`src/rtl/masked_stim_sequencer.sv`:
```
// masked_stim_sequencer
//   Accepts unmasked secret vectors over a valid/ready handshake, masks each
//   secret bit with a fresh random bit, launches the resulting bus into a
//   gate-level DUT with a programmable per-bit cycle skew, waits a fixed DUT
//   latency and then returns the captured DUT output with the applied vector.
//
//   Optional build macro: FIXED_RAND_EN
//     defined   : adds input rand_fixed; randomness comes from that port and
//                 the internal LFSR is removed (deterministic reference runs).
//     undefined : randomness comes from the internal Galois LFSR.
//
// Ports
//   clk, rst        clock, asynchronous active-high reset
//   s_valid/s_ready request handshake (s_ready high only while idle)
//   s_secret        unmasked secret bits
//   s_skew          per-bit launch skew, field j = [j*SKEW_W +: SKEW_W]
//   rand_fixed      fixed random bits (FIXED_RAND_EN builds only)
//   dut_in          registered DUT input bus {masked, rand}
//   dut_out         DUT output
//   m_valid/m_ready capture handshake
//   m_out           captured dut_out
//   m_applied       final dut_in vector of the transaction
module masked_stim_sequencer #(
  parameter int                N_SECRETS   = 2,
  parameter int                N_RAND      = 2,
  parameter int                OUT_SIZE    = 1,
  parameter int                DUT_LATENCY = 1,
  parameter int                SKEW_MAX    = 3,
  parameter int                LFSR_W      = 16,
  parameter logic [LFSR_W-1:0] LFSR_SEED   = LFSR_W'(1),
  localparam int               IN_SIZE     = N_SECRETS + N_RAND,
  localparam int               SKEW_W      = (SKEW_MAX < 1) ? 1 : $clog2(SKEW_MAX + 1)
) (
  input  logic                      clk,
  input  logic                      rst,
  input  logic                      s_valid,
  output logic                      s_ready,
  input  logic [N_SECRETS-1:0]      s_secret,
  input  logic [IN_SIZE*SKEW_W-1:0] s_skew,
`ifdef FIXED_RAND_EN
  input  logic [N_RAND-1:0]         rand_fixed,
`endif
  output logic [IN_SIZE-1:0]        dut_in,
  input  logic [OUT_SIZE-1:0]       dut_out,
  output logic                      m_valid,
  input  logic                      m_ready,
  output logic [OUT_SIZE-1:0]       m_out,
  output logic [IN_SIZE-1:0]        m_applied
);

  typedef enum logic [1:0] {IDLE, LAUNCH, WAIT, DONE} state_t;

  // One counter serves both the launch window and the latency wait.
  localparam int CNT_MAX = (SKEW_MAX > DUT_LATENCY) ? SKEW_MAX : DUT_LATENCY;
  localparam int CNT_W   = (CNT_MAX < 1) ? 1 : $clog2(CNT_MAX + 1);

  function automatic logic [SKEW_W-1:0] clamp_skew(input logic [SKEW_W-1:0] s);
    if (int'(s) > SKEW_MAX) return SKEW_W'(SKEW_MAX);
    return s;
  endfunction

`ifndef FIXED_RAND_EN
  localparam logic [LFSR_W-1:0] POLY     = LFSR_W'(16'hB400);
  // An all-zero LFSR would lock up, so a zero seed is promoted to 1.
  localparam logic [LFSR_W-1:0] SEED_FIX = (LFSR_SEED == '0) ? LFSR_W'(1) : LFSR_SEED;

  function automatic logic [LFSR_W-1:0] lfsr_step(input logic [LFSR_W-1:0] v);
    return v[0] ? ((v >> 1) ^ POLY) : (v >> 1);
  endfunction

  logic [LFSR_W-1:0] lfsr_q, lfsr_d;
`endif

  state_t                    state_q, state_d;
  logic [CNT_W-1:0]          cnt_q, cnt_d;
  logic [IN_SIZE-1:0]        target_q, target_d;
  logic [IN_SIZE*SKEW_W-1:0] skew_q, skew_d;
  logic [IN_SIZE-1:0]        dut_in_q, dut_in_d;
  logic                      m_valid_q, m_valid_d;
  logic [OUT_SIZE-1:0]       m_out_q, m_out_d;
  logic [IN_SIZE-1:0]        m_applied_q, m_applied_d;

  logic [N_RAND-1:0]         rand_w;
  logic [IN_SIZE-1:0]        vec_w;
  logic [IN_SIZE*SKEW_W-1:0] skew_clamp_w;

  // Masked vector and clamped skews as they would be latched this cycle.
  always_comb begin
    vec_w        = '0;
    skew_clamp_w = '0;
`ifdef FIXED_RAND_EN
    rand_w = rand_fixed;
`else
    rand_w = lfsr_q[N_RAND-1:0];
`endif
    vec_w[N_RAND-1:0] = rand_w;
    for (int i = 0; i < N_SECRETS; i++)
      vec_w[N_RAND+i] = s_secret[i] ^ rand_w[i % N_RAND];
    for (int j = 0; j < IN_SIZE; j++)
      skew_clamp_w[j*SKEW_W +: SKEW_W] = clamp_skew(s_skew[j*SKEW_W +: SKEW_W]);
  end

  always_comb begin
    state_d     = state_q;
    cnt_d       = cnt_q;
    target_d    = target_q;
    skew_d      = skew_q;
    dut_in_d    = dut_in_q;
    m_valid_d   = m_valid_q;
    m_out_d     = m_out_q;
    m_applied_d = m_applied_q;
`ifndef FIXED_RAND_EN
    lfsr_d      = lfsr_q;
`endif
    case (state_q)
      IDLE: begin
        if (s_valid) begin
          target_d = vec_w;
          skew_d   = skew_clamp_w;
          cnt_d    = '0;
`ifndef FIXED_RAND_EN
          lfsr_d   = lfsr_step(lfsr_q);
`endif
          // Zero-skew bits launch on the accept edge itself.
          for (int j = 0; j < IN_SIZE; j++)
            if (skew_clamp_w[j*SKEW_W +: SKEW_W] == '0) dut_in_d[j] = vec_w[j];
          state_d = (SKEW_MAX == 0) ? WAIT : LAUNCH;
        end
      end
      LAUNCH: begin
        // cnt_q+1 is the index of the current edge relative to the accept edge.
        for (int j = 0; j < IN_SIZE; j++)
          if (int'(skew_q[j*SKEW_W +: SKEW_W]) == int'(cnt_q) + 1) dut_in_d[j] = target_q[j];
        if (int'(cnt_q) + 1 >= SKEW_MAX) begin
          state_d = WAIT;
          cnt_d   = '0;
        end else begin
          cnt_d = cnt_q + CNT_W'(1);
        end
      end
      WAIT: begin
        if (int'(cnt_q) >= DUT_LATENCY - 1) begin
          m_out_d     = dut_out;
          m_applied_d = dut_in_q;
          m_valid_d   = 1'b1;
          cnt_d       = '0;
          state_d     = DONE;
        end else begin
          cnt_d = cnt_q + CNT_W'(1);
        end
      end
      DONE: begin
        if (m_ready) begin
          m_valid_d = 1'b0;
          state_d   = IDLE;
        end
      end
      default: state_d = IDLE;
    endcase
  end

  always_ff @(posedge clk or posedge rst) begin
    if (rst) begin
      state_q     <= IDLE;
      cnt_q       <= '0;
      target_q    <= '0;
      skew_q      <= '0;
      dut_in_q    <= '0;
      m_valid_q   <= 1'b0;
      m_out_q     <= '0;
      m_applied_q <= '0;
`ifndef FIXED_RAND_EN
      lfsr_q      <= SEED_FIX;
`endif
    end else begin
      state_q     <= state_d;
      cnt_q       <= cnt_d;
      target_q    <= target_d;
      skew_q      <= skew_d;
      dut_in_q    <= dut_in_d;
      m_valid_q   <= m_valid_d;
      m_out_q     <= m_out_d;
      m_applied_q <= m_applied_d;
`ifndef FIXED_RAND_EN
      lfsr_q      <= lfsr_d;
`endif
    end
  end

  assign s_ready   = (state_q == IDLE);
  assign dut_in    = dut_in_q;
  assign m_valid   = m_valid_q;
  assign m_out     = m_out_q;
  assign m_applied = m_applied_q;

endmodule

```
`config.mk`:
```
export PLATFORM = sky130hd
export DESIGN_NAME = masked_stim_sequencer
export DESIGN_NICKNAME = d
export VERILOG_FILES = /design/src/rtl/masked_stim_sequencer.sv
export SDC_FILE = /design/constraint.sdc
export NUM_CORES = 1
export LEC_CHECK = 0
export BUFFER_PORTS_ARGS = -buffer_cell sky130_fd_sc_hd__buf_2
export CORE_UTILIZATION = 59
export CTS_BUF_LIST = sky130_fd_sc_hd__clkbuf_8
export DETAILED_ROUTE_END_ITERATION = 10
export GPL_ROUTABILITY_DRIVEN = 0
export PLACE_DENSITY = 0.8
export SLEW_MARGIN = 25
export SYNTH_ARGS = -nofsm -noshare
export SYNTH_HDL_FRONTEND = slang
export SYNTH_SLANG_ARGS = --single-unit
```
`constraint.sdc`:
```
create_clock -name clk -period 2.35 [get_ports clk]
set_clock_uncertainty 0.1 [all_clocks]
set_input_delay 0.1175 -clock clk [delete_from_list [all_inputs] [get_ports clk]]
set_output_delay 0.1175 -clock clk [all_outputs]
set_load 0.02 [all_outputs]
```
==> results.toml <==
[clock_network]
cts_resized = 0
cts_tree = "done"
cts_made_buffers = 5
htree_levels = 2
holdBufCountCts = 12
clock_path_buffers = 2
cts.clk_slew.worst_paths_ps = 80
cts_root_buf = "clkbuf_8"
clock_latency_ps = 290
postCtsSetupBuffers = 0
cts_num_sinks = 41

[cells_and_area]
final_nets = 221
final_cell_mix = "dfrtp_1 (40), mux2_2 (25), buf_2 (25), nand2_1 (15)"
drive_above_1_share_pct = 32.5
fin_cells = 241
layout_commonest_cell = "dfrtp_1"
insertedDiodeCount = 0
nFillCells = 226
final_util_pct = 75.3
syn2layout_area_growth_pct = 20.2

[timing]
holdWs_ps = 42.5
max_freq_mhz = 472
tightest_slew_ps = 496
relSlewSlack_pct = 67.0
fin_setup_tns_ps = 0
drv_slew = 0
rsz0062_at_grt = "no"
period_needed_ps = 2120
finalHoldViolCount = 0
report.final.setup_viol = 0
fin_crit_sh_pct = 90.1

[drt]
final_antenna_net_count = 0
wl_per_cell_um = 14.1
totalWireLength_um = 3410
firstDrtPassIters = 4
drc_errors = 0
vias = 1272
vias_per_cell = 5.28
drtIter0Drc = 45

[placed_design]
port_buffers = 25
dp_hpwl_um = 2410
place_inst = 221

[die]
rows = 20
core_um2 = 3050
die_area_um2 = 3470
io_pins = 26
die_height_um = 58.9
die_w_um = 58.9
initial_core_util_pct = 62.7

[setup_path]
worst-path-buf-inv = 1
crit_chain = "inv_1 > ha_1 > xor2_1 > o31ai_1 > nand2_1 > mux2_4"
reg2reg_to = "dut_in[3]$_DFFE_PP0P_"
required_ps = 2430
r2r-start = "cnt_q[0]$_DFFE_PP0P_"
end_kind = "flop"
rr_worst_depth = 6
crit_family = "flip-flops"
cpPeakStageDelay_ps = 540
crit_slowest_cell = "dfrtp_1"
setup.worst_path.class = "flop to flop"
crit_arrival_ps = 2200
path_max_fanout = 8
cp-start-kind = "flop"
r2r_slack_ps = 230

[logic_synthesis]
synth_seq_cells = 41
synth_cell_types = 24
synth_nets = 180
yosysWarnings = 0
avgSynthCellArea_um2 = 12.3
syn-cell-area_um2 = 1910
yosysSeqAreaShare_pct = 53.7
synth_cells = 155

[power]
leakagePower_nw = 1.11
power.density_nw_per_um2 = 1160
peakVddDrop_mv = 0.715

[hold_path]
worstHoldPathCells = 3
hp-start = "s_secret[1]"
hold_path_end = "target_q[3]$_DFFE_PP0P_"
hp-class = "input port to flop"

[global_routing]
antenna_found_initial = 0
grt_pass1_wl_um = 5670
grt.overflow.total = 0
grt_usage_pct = 22.5
grt_pass1_vias = 1236
grt_start_max_net_pins = 42

[job]
drv_cap = 0

[status]
status = "finished, final reports clean"
==> cell families after synthesis <==
kind of cell	Yosys count	share of synthesized area, %
compound gates	26	8.37
flops	41	53.7
buf+inv	13	3.14
xor+xnor	13	5.95
mux	29	17.3
simple gates	23	4.97
fa+ha+maj	10	6.54
==> power by group <==
group | total, mW | internal [mW] | switching (mW)
Sequential | 1.08 | 0.913 | 0.164
Combinational | 1.11 | 0.510 | 0.603
Clock | 0.469 | 0.234 | 0.234
Total | 2.66 | 1.66 | 1.00
==> synthesized netlist by cell type <==
cell | number | area share, %
dfrtp_1 | 40 | 52
mux2_2 | 25 | 15
nand2_1 | 15 | 2.9
o21ai_0 | 12 | 3.1
ha_1 | 10 | 6.5
xnor2_1 | 9 | 4.1
o31ai_1 | 8 | 3.1
inv_1 | 6 | 1.2
xor2_1 | 4 | 1.8
buf_2 | 3 | 0.78
nand3_1 | 3 | 0.78
nor2_1 | 3 | 0.59
a21oi_1 | 2 | 0.52
a31oi_1 | 2 | 0.65
clkbuf_1 | 2 | 0.39
mux2_4 | 2 | 1.6
mux2i_1 | 2 | 1.0
a221oi_1 | 1 | 0.46
buf_1 | 1 | 0.20
buf_6 | 1 | 0.59
dfstp_2 | 1 | 1.4
nand2b_1 | 1 | 0.33
nor2b_1 | 1 | 0.33
o2bb2ai_1 | 1 | 0.46
==> worst reg2reg max path: stages, from the launching register on <==
cell and delay [ps]:
dfrtp_1 540, inv_1 140, ha_1 400, xor2_1 210, o31ai_1 210, nand2_1 110, mux2_4 310
==> sequential cells by signal, indices dropped and copies added (netlist names) <==
name	flops
m_out	1
lfsr_q	15
skew_q	8
state_q	2
dut_in	4
m_valid	1
target_q	4
m_applied	4
cnt_q	2
==> final cells by class <==
cell class                 instances  area (um2)  share of cell area (%)
multi-input combinational        101         826                    35.9
clock buffer                       6        82.6                    3.59
inverter                           6        22.5                   0.979
tap                               44        55.1                    2.39
sequential                        41        1030                    44.7
clock inverter                     2        11.3                   0.490
timing repair buffer              41         275                    12.0
==> how the worst max path moves through the flow <==
stage,start,end,slack [ps],depth (start not counted)
finish,cnt_q[0]$_DFFE_PP0P_,dut_in[3]$_DFFE_PP0P_,230,6
global route,cnt_q[0]$_DFFE_PP0P_,dut_in[3]$_DFFE_PP0P_,170,6
floorplan,cnt_q[0]$_DFFE_PP0P_,dut_in[3]$_DFFE_PP0P_,460,7
detailed placement,cnt_q[0]$_DFFE_PP0P_,dut_in[3]$_DFFE_PP0P_,230,6
global placement,cnt_q[0]$_DFFE_PP0P_,dut_in[3]$_DFFE_PP0P_,370,6
CTS,cnt_q[0]$_DFFE_PP0P_,dut_in[3]$_DFFE_PP0P_,230,6
==> per-stage QoR <==
step	instance area (um2)	total power, mW	worst slack, ps
floorplan	1910	1.88	460
global placement	2090	2.10	371
detailed placement	2090	2.18	230
CTS	2300	2.67	230
global route	2300	2.85	167
finish	2300	2.66	233
==> metal layers <==
metal  wire, um  global-route usage (%)  share of wire, %
met1       1530                    26.3                45
met2       1660                    37.8                49
met3        156                    7.25               4.6
met4         58                    9.86               1.7
met5          0                       0                 0
No activity file was read; power rests on OpenSTA's default activity.
